## config.mk

```make
export PLATFORM = sky130hd
export DESIGN_NAME = code_lock_ctrl
export DESIGN_NICKNAME = d
export VERILOG_FILES = /design/src/rtl/code_lock_ctrl.sv
export SDC_FILE = /design/constraint.sdc
export NUM_CORES = 1
export LEC_CHECK = 0
export ABC_AREA = 1
export CAP_MARGIN = 20
export CORE_ASPECT_RATIO = 0.7
export CORE_MARGIN = 1.5
export CORE_UTILIZATION = 32
export CTS_BUF_LIST = sky130_fd_sc_hd__clkbuf_4
export DETAILED_ROUTE_END_ITERATION = 8
export SLEW_MARGIN = 20
export SYNTH_ARGS = -nofsm -noshare
export SYNTH_HDL_FRONTEND = slang
export SYNTH_SLANG_ARGS = --single-unit
export TNS_END_PERCENT = 50
```

## constraint.sdc

```tcl
create_clock -name clk -period 4.27 [get_ports clk]
set_input_delay 0.6405 -clock clk [delete_from_list [all_inputs] [get_ports clk]]
set_output_delay 0.6405 -clock clk [all_outputs]
set_load 0.005 [all_outputs]
```

## src/rtl/code_lock_ctrl.sv

```systemverilog
// rtl/code_lock_ctrl.sv - multi-digit combination lock with failure lockout, code change and idle relock
module code_lock_ctrl #(
  parameter int                          DIGIT_W      = 4,
  parameter int                          CODE_LEN     = 4,
  parameter int                          MAX_FAIL     = 3,
  parameter int                          LOCKOUT_CYC  = 50000000,
  parameter int                          TIMEOUT_CYC  = 500000000,
  parameter logic [DIGIT_W*CODE_LEN-1:0] DEFAULT_CODE = 16'h1A2B
) (
  input  logic                            clk,
  input  logic                            rst,
  input  logic [DIGIT_W-1:0]              digit_in,
  input  logic                            digit_stb,
  input  logic                            enter_stb,
  input  logic                            change_stb,
  input  logic                            clear_stb,
  output logic                            open,
  output logic                            alarm,
  output logic                            change_mode,
  output logic                            fail_pulse,
  output logic [$clog2(CODE_LEN+1)-1:0]   entry_cnt,
  output logic [$clog2(MAX_FAIL+1)-1:0]   fail_cnt
);

  localparam int CW = DIGIT_W * CODE_LEN;
  localparam int EW = $clog2(CODE_LEN + 1);
  localparam int FW = $clog2(MAX_FAIL + 1);
  localparam int TW = $clog2(TIMEOUT_CYC + 1);
  localparam int LW = $clog2(LOCKOUT_CYC + 1);

  typedef enum logic [2:0] {
    S_IDLE,
    S_ENTRY,
    S_OPEN,
    S_CHG,
    S_LOCKOUT
  } state_t;

  state_t        state, state_nxt;
  logic [CW-1:0] code, code_nxt;
  logic [CW-1:0] buffer, buf_nxt;
  logic [EW-1:0] ecnt_nxt;
  logic [FW-1:0] fcnt_nxt;
  logic [TW-1:0] idle_tmr, idle_nxt;
  logic [LW-1:0] lock_tmr, lock_nxt;
  logic          fpulse_nxt;
  logic          any_stb;
  logic          entry_full;
  logic          fail_last;

  assign any_stb    = digit_stb | enter_stb | change_stb | clear_stb;
  assign entry_full = (entry_cnt == EW'(CODE_LEN));
  assign fail_last  = (fail_cnt == FW'(MAX_FAIL - 1));

  always_comb begin
    state_nxt  = state;
    code_nxt   = code;
    buf_nxt    = buffer;
    ecnt_nxt   = entry_cnt;
    fcnt_nxt   = fail_cnt;
    idle_nxt   = '0;
    lock_nxt   = '0;
    fpulse_nxt = 1'b0;

    unique case (state)
      S_IDLE, S_ENTRY: begin
        if (clear_stb) begin
          state_nxt = S_IDLE;
          buf_nxt   = '0;
          ecnt_nxt  = '0;
        end else if (enter_stb) begin
          buf_nxt  = '0;
          ecnt_nxt = '0;
          if (entry_full && (buffer == code)) begin
            state_nxt = S_OPEN;
            fcnt_nxt  = '0;
          end else begin
            fpulse_nxt = 1'b1;
            fcnt_nxt   = fail_cnt + 1'b1;
            state_nxt  = fail_last ? S_LOCKOUT : S_IDLE;
          end
        end else if (change_stb) begin
          state_nxt = state;
        end else if (digit_stb) begin
          state_nxt = S_ENTRY;
          if (!entry_full) begin
            buf_nxt  = (buffer << DIGIT_W) | CW'(digit_in);
            ecnt_nxt = entry_cnt + 1'b1;
          end
        end
      end

      S_OPEN: begin
        if (clear_stb || enter_stb) begin
          state_nxt = S_IDLE;
        end else if (change_stb) begin
          state_nxt = S_CHG;
          buf_nxt   = '0;
          ecnt_nxt  = '0;
        end
      end

      S_CHG: begin
        if (clear_stb || enter_stb) begin
          // A short entry on commit leaves the stored code alone
          if (!clear_stb && entry_full) code_nxt = buffer;
          state_nxt = S_OPEN;
          buf_nxt   = '0;
          ecnt_nxt  = '0;
        end else if (!change_stb && digit_stb && !entry_full) begin
          buf_nxt  = (buffer << DIGIT_W) | CW'(digit_in);
          ecnt_nxt = entry_cnt + 1'b1;
        end
      end

      S_LOCKOUT: begin
        if (lock_tmr == LW'(LOCKOUT_CYC - 1)) begin
          state_nxt = S_IDLE;
          fcnt_nxt  = '0;
        end else begin
          lock_nxt = lock_tmr + 1'b1;
        end
      end

      default: state_nxt = S_IDLE;
    endcase

    // Inactivity timer overrides the case above only on strobe-free cycles
    if ((state == S_ENTRY || state == S_OPEN || state == S_CHG) && !any_stb) begin
      if (idle_tmr == TW'(TIMEOUT_CYC - 1)) begin
        state_nxt = S_IDLE;
        buf_nxt   = '0;
        ecnt_nxt  = '0;
      end else begin
        idle_nxt = idle_tmr + 1'b1;
      end
    end
  end

  always_ff @(posedge clk or negedge rst) begin
    if (!rst) begin
      state       <= S_IDLE;
      code        <= DEFAULT_CODE;
      buffer      <= '0;
      entry_cnt   <= '0;
      fail_cnt    <= '0;
      idle_tmr    <= '0;
      lock_tmr    <= '0;
      open        <= 1'b0;
      alarm       <= 1'b0;
      change_mode <= 1'b0;
      fail_pulse  <= 1'b0;
    end else begin
      state       <= state_nxt;
      code        <= code_nxt;
      buffer      <= buf_nxt;
      entry_cnt   <= ecnt_nxt;
      fail_cnt    <= fcnt_nxt;
      idle_tmr    <= idle_nxt;
      lock_tmr    <= lock_nxt;
      open        <= (state_nxt == S_OPEN) || (state_nxt == S_CHG);
      alarm       <= (state_nxt == S_LOCKOUT);
      change_mode <= (state_nxt == S_CHG);
      fail_pulse  <= fpulse_nxt;
    end
  end

endmodule

```

==> results of run 1 <==
[cells in the final DEF, fill, tap and decap left out, types with 2 or more instances in the layout]
| master | count |
|---|---|
| buf_4 | 3 |
| dfrtp_1 | 92 |
| clkdlybuf4s50_1 | 17 |
| nor4_1 | 2 |
| nor2_2 | 3 |
| dfstp_2 | 7 |
| xnor2_1 | 9 |
| or2_2 | 14 |
| o21ai_0 | 24 |
| a31oi_1 | 3 |
| nor2_4 | 2 |
| nand3b_1 | 4 |
| nor3b_1 | 6 |
| a21oi_2 | 10 |
| nand2_1 | 199 |
| nand2_4 | 2 |
| inv_2 | 3 |
| nand2_2 | 2 |
| a21oi_1 | 16 |
| ha_1 | 5 |
| nor3_1 | 33 |
| mux2_2 | 3 |
| nand3_1 | 49 |
| inv_1 | 90 |
| clkbuf_4 | 10 |
| nand4_1 | 19 |
| xor2_1 | 17 |
| bufinv_16 | 3 |
| o21bai_1 | 2 |
| nor2_1 | 118 |
[worst max path at each step]
stage	end	cells past startpoint
2_1_floorplan	buffer[11]	8
3_3_place_gp	buffer[0]	7
3_5_place_dp	buffer[3]	7
4_1_cts	buffer[3]	7
5_1_grt	fail_cnt[0]	10
6_report	buffer[3]	7
[cells in the mapped netlist, types with 2 or more instances]
master,number,area [um^2]
a31oi_1,3,18.8
mux2_2,3,33.8
nor3_1,33,165
nor3b_1,6,45.0
o21ai_0,24,120
xnor2_1,9,78.8
inv_1,90,338
a21oi_1,16,80.1
xor2_1,17,149
inv_2,3,11.3
nor2_2,3,18.8
ha_1,5,62.6
nand3_1,49,245
nor2_1,118,443
o21bai_1,2,15.0
nand3b_1,4,30.0
buf_2,3,15.0
dfstp_2,7,184
buf_6,3,33.8
clkbuf_1,8,30.0
nand2_4,2,22.5
nand2_1,199,747
a21oi_2,10,87.6
nand2_2,2,12.5
dfrtp_1,92,2300
nor4_1,2,12.5
nor2_4,2,22.5
or2_2,14,87.6
nand4_1,19,119
[sequential cells by signal, summed over array words and instances (netlist names)]
register and count:
fail_cnt 2, open 1, change_mode 1, alarm 1, entry_cnt 3, lock_tmr 26
state 3, code 16, idle_tmr 29, buffer 16, fail_pulse 1
[routing by layer]
metal	routed length, um	vias to the layer above	GRT usage (%)
li1	-	2439	-
met1	7270	2223	24.2
met2	5320	103	21.8
met3	634	10	3.09
met4	114	0	3.21
met5	0	-	0
[final cells by class]
cell class,count,area [um^2]
inverter,94,355
fill,1803,11000
tap,231,289
timing repair buffer,20,193
multi-input combinational,550,2700
sequential,99,2490
clock buffer,10,75.1
clock inverter,6,113
[critical path, stage by stage]
cell and delay (ns):
clkdlybuf4s50_1 0.50, nor2_2 0.20, inv_1 0.10, nor3_2 0.33, inv_1 0.45, nor2_4 0.61, a21oi_1 0.08
[metrics by stage]
stage	std cells	hold WS, ns	total power, uW	setup slack [ns]	instance area, um^2
after CTS	1010	0.169	1650	1.61	6210
after global placement	994	0.461	1000	1.20	6020
after global routing	1010	0.188	1690	1.43	6210
after floorplan	757	0.345	968	2.41	5620
after detailed placement	994	0.462	1000	1.11	6020
final	1010	0.179	1620	1.64	6210
[cell families after synthesis]
group	share of synthesized area [%]
adders and majority gates	1.11
xor gates and xnor gates	4.05
and+or+nand+nor	35.9
muxes	0.601
buffers and inverters	7.72
DFF	44.2
AOI/OAI and AO/OA	6.39
[where the power goes]
group	switching (uW)	internal (uW)	total, uW
clock	326	306	632
combinational	29.1	13.4	42.5
sequential	2.16	940	942
==> out/qor.txt, run 1 <==
Synth unique cells - 38
R2R Path Start - lock_tmr[0]
R2R depth - 10
RePlAce Congestion - 0.888
Finish-stage setup viols - 0
Die Wd - 161 um
Startpoint Class - input pin
P&R area growth vs syn - 10.5%
Post-CTS setup buffer count - 0
Critical Path Start - clear_stb
CTS sink count - 99
Max Freq - 0.380 GHz
Post-Synthesis Cell Area - 5620 um^2
Die Y - 114 um
Power Density - 260 nW/um^2
Number of flops mapped to enable cells by yosys - 0
Drt pass-1 iters - 5
Seq cells post-synth - 99
Post-synthesis sequential area ratio - 44.2%
Port bufs - 18
Tightest Pin Transition - 1.07 ns
CP endpoint kind - register
Antenna Nets Post-Route - 0
CP Class - in -> reg
Hold Crit Class - in -> async
Data required, critical path - 4.59 ns
CP max FO - 22
Initial antenna violation count - 0
Ys Warns - 0
Mapped Nets - 772
Avg WL per Cell - 13.2 um
Leak Pwr - 0.00267 uW
I/O Pins - 19
Avg Inst Size Synth - 7.43 um^2
Site Rows - 40
Total negative setup slack - 0 ns
Hold-fix buffers, CTS - 0
Layout net count - 789
Initial Utilization - 32.7%
DRC - 0
H-tree Lvls - 3
Slew HR - 28.2%
Slew Viols, Final - 0
Total Wirelength - 13.3 mm
Die footprint - 18,400 um^2
Root Buffer - clkbuf_4
Fin util - 36.2%
Cells after synthesis - 757
Initial DRC count - 386
Num CTS Buffers - 9
Routed via count - 4,775
Cts repair resizes - 0
Post-synth ARST share - 100%
R2R setup slack - 1.70 ns
Number of global-route vias before repair - 4,429
Period utilization - 61.6%
Share of layout cells above drive strength 1 - 9.11%
Arrival time at the worst endpoint - 2.94 ns
Clk_skew - 0.0188 ns
Post-DP HPWL - 9.84 mm
Reg-to-reg endpoint - fail_cnt[1]
Clock Latency Late Sink - 0.46 ns
RSZ-0062 raised after global routing - false
Largest net degree at the start of global routing - 48
DR vias/cell - 4.73
CTS tree - built
Max Buffers Root-to-Sink - 2
GRT overflow - 0
MaxCap Viol Count - 0
Ant. Diodes - 0
Total core area - 17,200 um^2
Status - completed
Post-synth top flop - dfrtp_1
Final min period - 2.63 ns
Hold Fails Final Rpt - 0
Worst-path clk slew - 0.16 ns
IR drop worst, VDD - 0.000142 V
First-pass GRT wire length - 22.6 mm
Tot GR Track Use - 15.5%
(Power assumes the default switching activity.)
==> run 2, diff against run 1 <==
clock period = 2.4 ns   (was 4.27 ns; I/O delays follow)
==> run 2 against run 1 <==
  * Wire length rose by 1.8%
  * Combinational power rose by 92%
  * Final cell count rose by 1.4%
  * Global-route usage rose by 0.25 points
  * Sequential share of layout area fell by 0.64 points
  * Final area rose by 1.6%
  * Flip-flop and latch count did not move
  * Worst setup slack got worse by 1.3 ns
  * Register-to-register slack got worse by 1.3 ns
  * Critical path depth rose by 3
  * Critical endpoint is now buffer[10]
  * Largest cell class unchanged
==> out/qor.txt, run 2 (same netlist as run 1, synthesis figures left out) <==
DRC - 0
Drt pass-1 iters - 5
Port bufs - 18
DR vias/cell - 4.73
M2 GR Usage - 21.0%
Slew Viols, Final - 0
M1 GR Usage - 25.1%
Hold-fix buffers, CTS - 1
Max Freq - 0.494 GHz
Arrival time at the worst endpoint - 2.42 ns
Commonest non-fill, non-tap cell in the layout - nand2_1
Data required, critical path - 2.80 ns
Tightest Pin Transition - 0.567 ns
Largest net degree at the start of global routing - 50
H-tree Lvls - 3
Biggest regs - idle_tmr: 29 flops, lock_tmr: 26 flops
Post-DP HPWL - 10.2 mm
Max reg flops - 29
First-pass GRT wire length - 23.1 mm
Finish-stage setup viols - 0
R2R Path Start - entry_cnt[0]
Clk_skew - 0.0166 ns
Worst-path clk slew - 0.16 ns
Status - completed
RePlAce Congestion - 0.948
Max Buffers Root-to-Sink - 2
Total core area - 17,200 um^2
Die Y - 114 um
CP max FO - 17
Slew HR - 61.9%
Layout net count - 803
Total Wirelength - 13.6 mm
Initial antenna violation count - 0
Busiest grt layer - met1
Fin util - 36.8%
Antenna Nets Post-Route - 0
MaxCap Viol Count - 0
Total negative setup slack - 0 ns
CTS tree - built
Startpoint Class - register
Number of global-route vias before repair - 4,548
Hold Crit Class - in -> async
P&R area growth vs syn - 12.3%
Tot GR Track Use - 15.8%
CP endpoint kind - register
Die Wd - 161 um
RSZ-0062 raised after global routing - false
GRT overflow - 0
R2R depth - 10
Die footprint - 18,400 um^2
I/O Pins - 19
Critical Path Start - entry_cnt[0]
Cts repair resizes - 0
Root Buffer - clkbuf_4
Clock Latency Late Sink - 0.46 ns
Crit path to - buffer[10]
Power Density - 437 nW/um^2
Num CTS Buffers - 9
Most frequent cells in the layout - nand2_1 (199), nor2_1 (118), dfrtp_1 (92)
CP Class - reg -> reg
Share of layout cells above drive strength 1 - 10.5%
CTS sink count - 99
R2R setup slack - 0.38 ns
Period utilization - 84.3%
Biggest register - idle_tmr
Leak Pwr - 0.00272 uW
Avg WL per Cell - 13.2 um
Post-CTS setup buffer count - 0
Initial Utilization - 32.7%
Site Rows - 40
Initial DRC count - 418
Hold Fails Final Rpt - 0
Final min period - 2.02 ns
Reg-to-reg endpoint - buffer[10]
IR drop worst, VDD - 0.000227 V
Met3 track utilization from global routing - 3.89%
Routed via count - 4,845
Ant. Diodes - 0
-- run 2: how the worst min path moves through the flow --
stage,from,endpoint,slack (ns),cells past startpoint
2_1_floorplan,rst,alarm,0.06,0
3_3_place_gp,rst,idle_tmr[12],0.35,1
3_5_place_dp,rst,idle_tmr[12],0.35,1
4_1_cts,rst,idle_tmr[12],0.37,2
5_1_grt,rst,idle_tmr[12],0.36,2
6_report,rst,lock_tmr[11],0.38,2
-- run 2: metal layers --
| layer | part of all wire, % | wire [um] |
|---|---|---|
| met5 | 0 | 0 |
| met3 | 6.3 | 858 |
| met1 | 55 | 7480 |
| met4 | 0.77 | 105 |
| met2 | 38 | 5130 |
-- run 2: layout make-up --
cell class                 instances  area (um^2)
clock inverter                     6         81.3
multi-input combinational        550         2700
fill                            1815        10900
tap                              231          289
clock buffer                      10         75.1
timing repair buffer              34          325
inverter                          94          355
sequential                        99         2490
-- run 2: per-stage QoR --
stage               area [um^2]  instances  total power, uW  hold WS [ns]  setup slack, ns
detailed placement         6150       1007             1790         0.347            0.163
finish                     6310       1024             2760         0.375            0.376
floorplan                  5620        757             1720        0.0644            0.584
global route               6310       1024             2890         0.360            0.144
global placement           6150       1007             1790         0.349            0.223
CTS                        6310       1024             2800         0.368            0.359
-- run 2: worst max-delay path: stages (launching register included) --
cell	delay (ns)
dfrtp_1	0.40
inv_1	0.08
ha_1	0.20
nand2_1	0.09
inv_1	0.07
nor2_1	0.28
inv_1	0.19
nor3_4	0.18
buf_4	0.24
nand2_1	0.10
a21oi_2	0.13
-- run 2: where the power goes --
| group | internal [uW] | leakage, uW | total [uW] | switching, uW |
|---|---|---|---|---|
| registers | 1670 | 0.00133 | 1670 | 2.74 |
| logic | 27.5 | 0.00131 | 81.6 | 54.1 |
| clock network | 428 | 0.0000838 | 1000 | 573 |
| total | 2130 | 0.00272 | 2760 | 630 |
==> run 3, diff against run 2 <==
clock period = 2.1 ns   (was 2.4 ns; I/O delays follow)
==> run 3 against run 2 <==
  * Count of clock-buffer cells in the layout fell by 1
  * Global-route usage is 0.12 points lower
  * Final cell count rose by 0.68%
  * First-iteration DRC count is 2.4% lower
  * Final area rose by 1.5%
  * Critical path depth decreased by 1
  * Maximum frequency grew 4.0%
  * Clock power up 23%
  * Highest routed layer unchanged
  * Clock skew increased by 0.0091 ns
  * Via count is essentially flat
  * Flip-flop and latch count is the same
  * Non-clock buffer count is 7 higher
  * Critical endpoint is now idle_tmr[22]
==> out/qor.txt, run 3 (same netlist as run 1, synthesis figures left out) <==
Initial DRC count - 408
Status - completed
Cts repair resizes - 0
Ant. Diodes - 0
Max reg flops - 29
Commonest non-fill, non-tap cell in the layout - nand2_1
DRC - 0
CP Class - reg -> reg
CTS tree - built
Total Wirelength - 13.5 mm
Worst hold path stage count - 3
Port bufs - 18
Die footprint - 18,400 um^2
Antenna Nets Post-Route - 0
Period utilization - 92.7%
Max Buffers Root-to-Sink - 2
Layout net count - 810
Post-DP HPWL - 10.0 mm
Initial antenna violation count - 0
RSZ-0062 raised after global routing - false
Biggest register - idle_tmr
Biggest regs - idle_tmr: 29 flops, lock_tmr: 26 flops
Worst-path clk slew - 0.18 ns
Power Density - 505 nW/um^2
Avg WL per Cell - 13.1 um
R2R depth - 9
IR drop worst, VDD - 0.000262 V
H-tree Lvls - 3
Initial Utilization - 32.7%
Num CTS Buffers - 9
CTS sink count - 99
Data required, critical path - 2.48 ns
Startpoint Class - register
Max Freq - 0.514 GHz
Tightest Pin Transition - 0.559 ns
Total core area - 17,200 um^2
First-pass GRT wire length - 22.8 mm
Die Y - 114 um
Final worst slack - 0.154 ns
Hold Fails Final Rpt - 0
P&R area growth vs syn - 14.0%
I/O Pins - 19
Site Rows - 40
Die Wd - 161 um
Fin util - 37.3%
GRT overflow - 0
Final min period - 1.95 ns
Clock Latency Late Sink - 0.50 ns
Number of global-route vias before repair - 4,443
Most frequent cells in the layout - nand2_1 (199), nor2_1 (118), dfrtp_1 (92)
Drt pass-1 iters - 5
Hold WS - 0.353 ns
Share of layout cells above drive strength 1 - 11.4%
RePlAce Congestion - 0.918
MaxCap Viol Count - 0
Slew Viols, Final - 0
Setup WS pre-CTS - 0.0922 ns
Tot GR Track Use - 15.6%
DR vias/cell - 4.70
Arrival time at the worst endpoint - 2.33 ns
Total negative setup slack - 0 ns
CP max FO - 7
Hold Crit Class - in -> reg
CP endpoint kind - register
Root Buffer - clkbuf_4
Leak Pwr - 0.00277 uW
Largest net degree at the start of global routing - 100
Slew HR - 62.7%
Clk_skew - 0.0257 ns
Routed via count - 4,849
Finish-stage setup viols - 0
==> run 3: path summary, 6_finish.rpt <==
kind	from	end	slack, ns
max in group asynchronous	rst	code[1]	1.27
min reg2reg	lock_tmr[0]	lock_tmr[0]	0.48
min in group asynchronous	rst	idle_tmr[20]	0.39
min	digit_in[3]	buffer[3]	0.35
max	idle_tmr[0]	idle_tmr[22]	0.15
max reg2reg	idle_tmr[0]	idle_tmr[22]	0.15
==> run 3: critical path, cell delays in order, from the launching register on <==
cell      delay [ns]
dfrtp_1         0.43
ha_1            0.28
nand3_1         0.17
inv_1           0.11
nand2_1         0.10
nor3_1          0.15
nand4_1         0.20
buf_4           0.23
nand3b_1        0.10
nor2_1          0.06
==> run 3: per-layer routing <==
metal	wire length [um]	GRT usage [%]
met1	7230	24.4
met5	0	0
met4	157	3.77
met2	5320	21.0
met3	815	4.04
==> run 3: area by class of cell <==
cell class / count / area, um^2
fill: 1792 / 10800
sequential: 99 / 2490
clock buffer: 9 / 67.6
timing repair buffer: 41 / 403
clock inverter: 7 / 104
tap: 231 / 289
inverter: 94 / 355
multi-input combinational: 550 / 2700
==> run 3: power by group <==
part | internal, uW | switching [uW]
Clock | 504 | 723
Combinational | 32.6 | 62.0
Sequential | 1910 | 3.26
==> run 3: metrics by stage <==
step	area [um^2]	power, uW	cells
floorplan	5620	1970	757
global placement	6220	2050	1013
detailed placement	6220	2050	1013
CTS	6400	3290	1030
global route	6410	3360	1031
finish	6410	3240	1031
==> run 3: timing repair <==
| action | 4_1_cts | 5_1_grt |
|---|---|---|
| hold endpoints to repair | 92 | 0 |
| setup endpoints to repair | 0 | 2 |
| setup buffers | 0 | 1 |
| hold buffers | 1 | 0 |
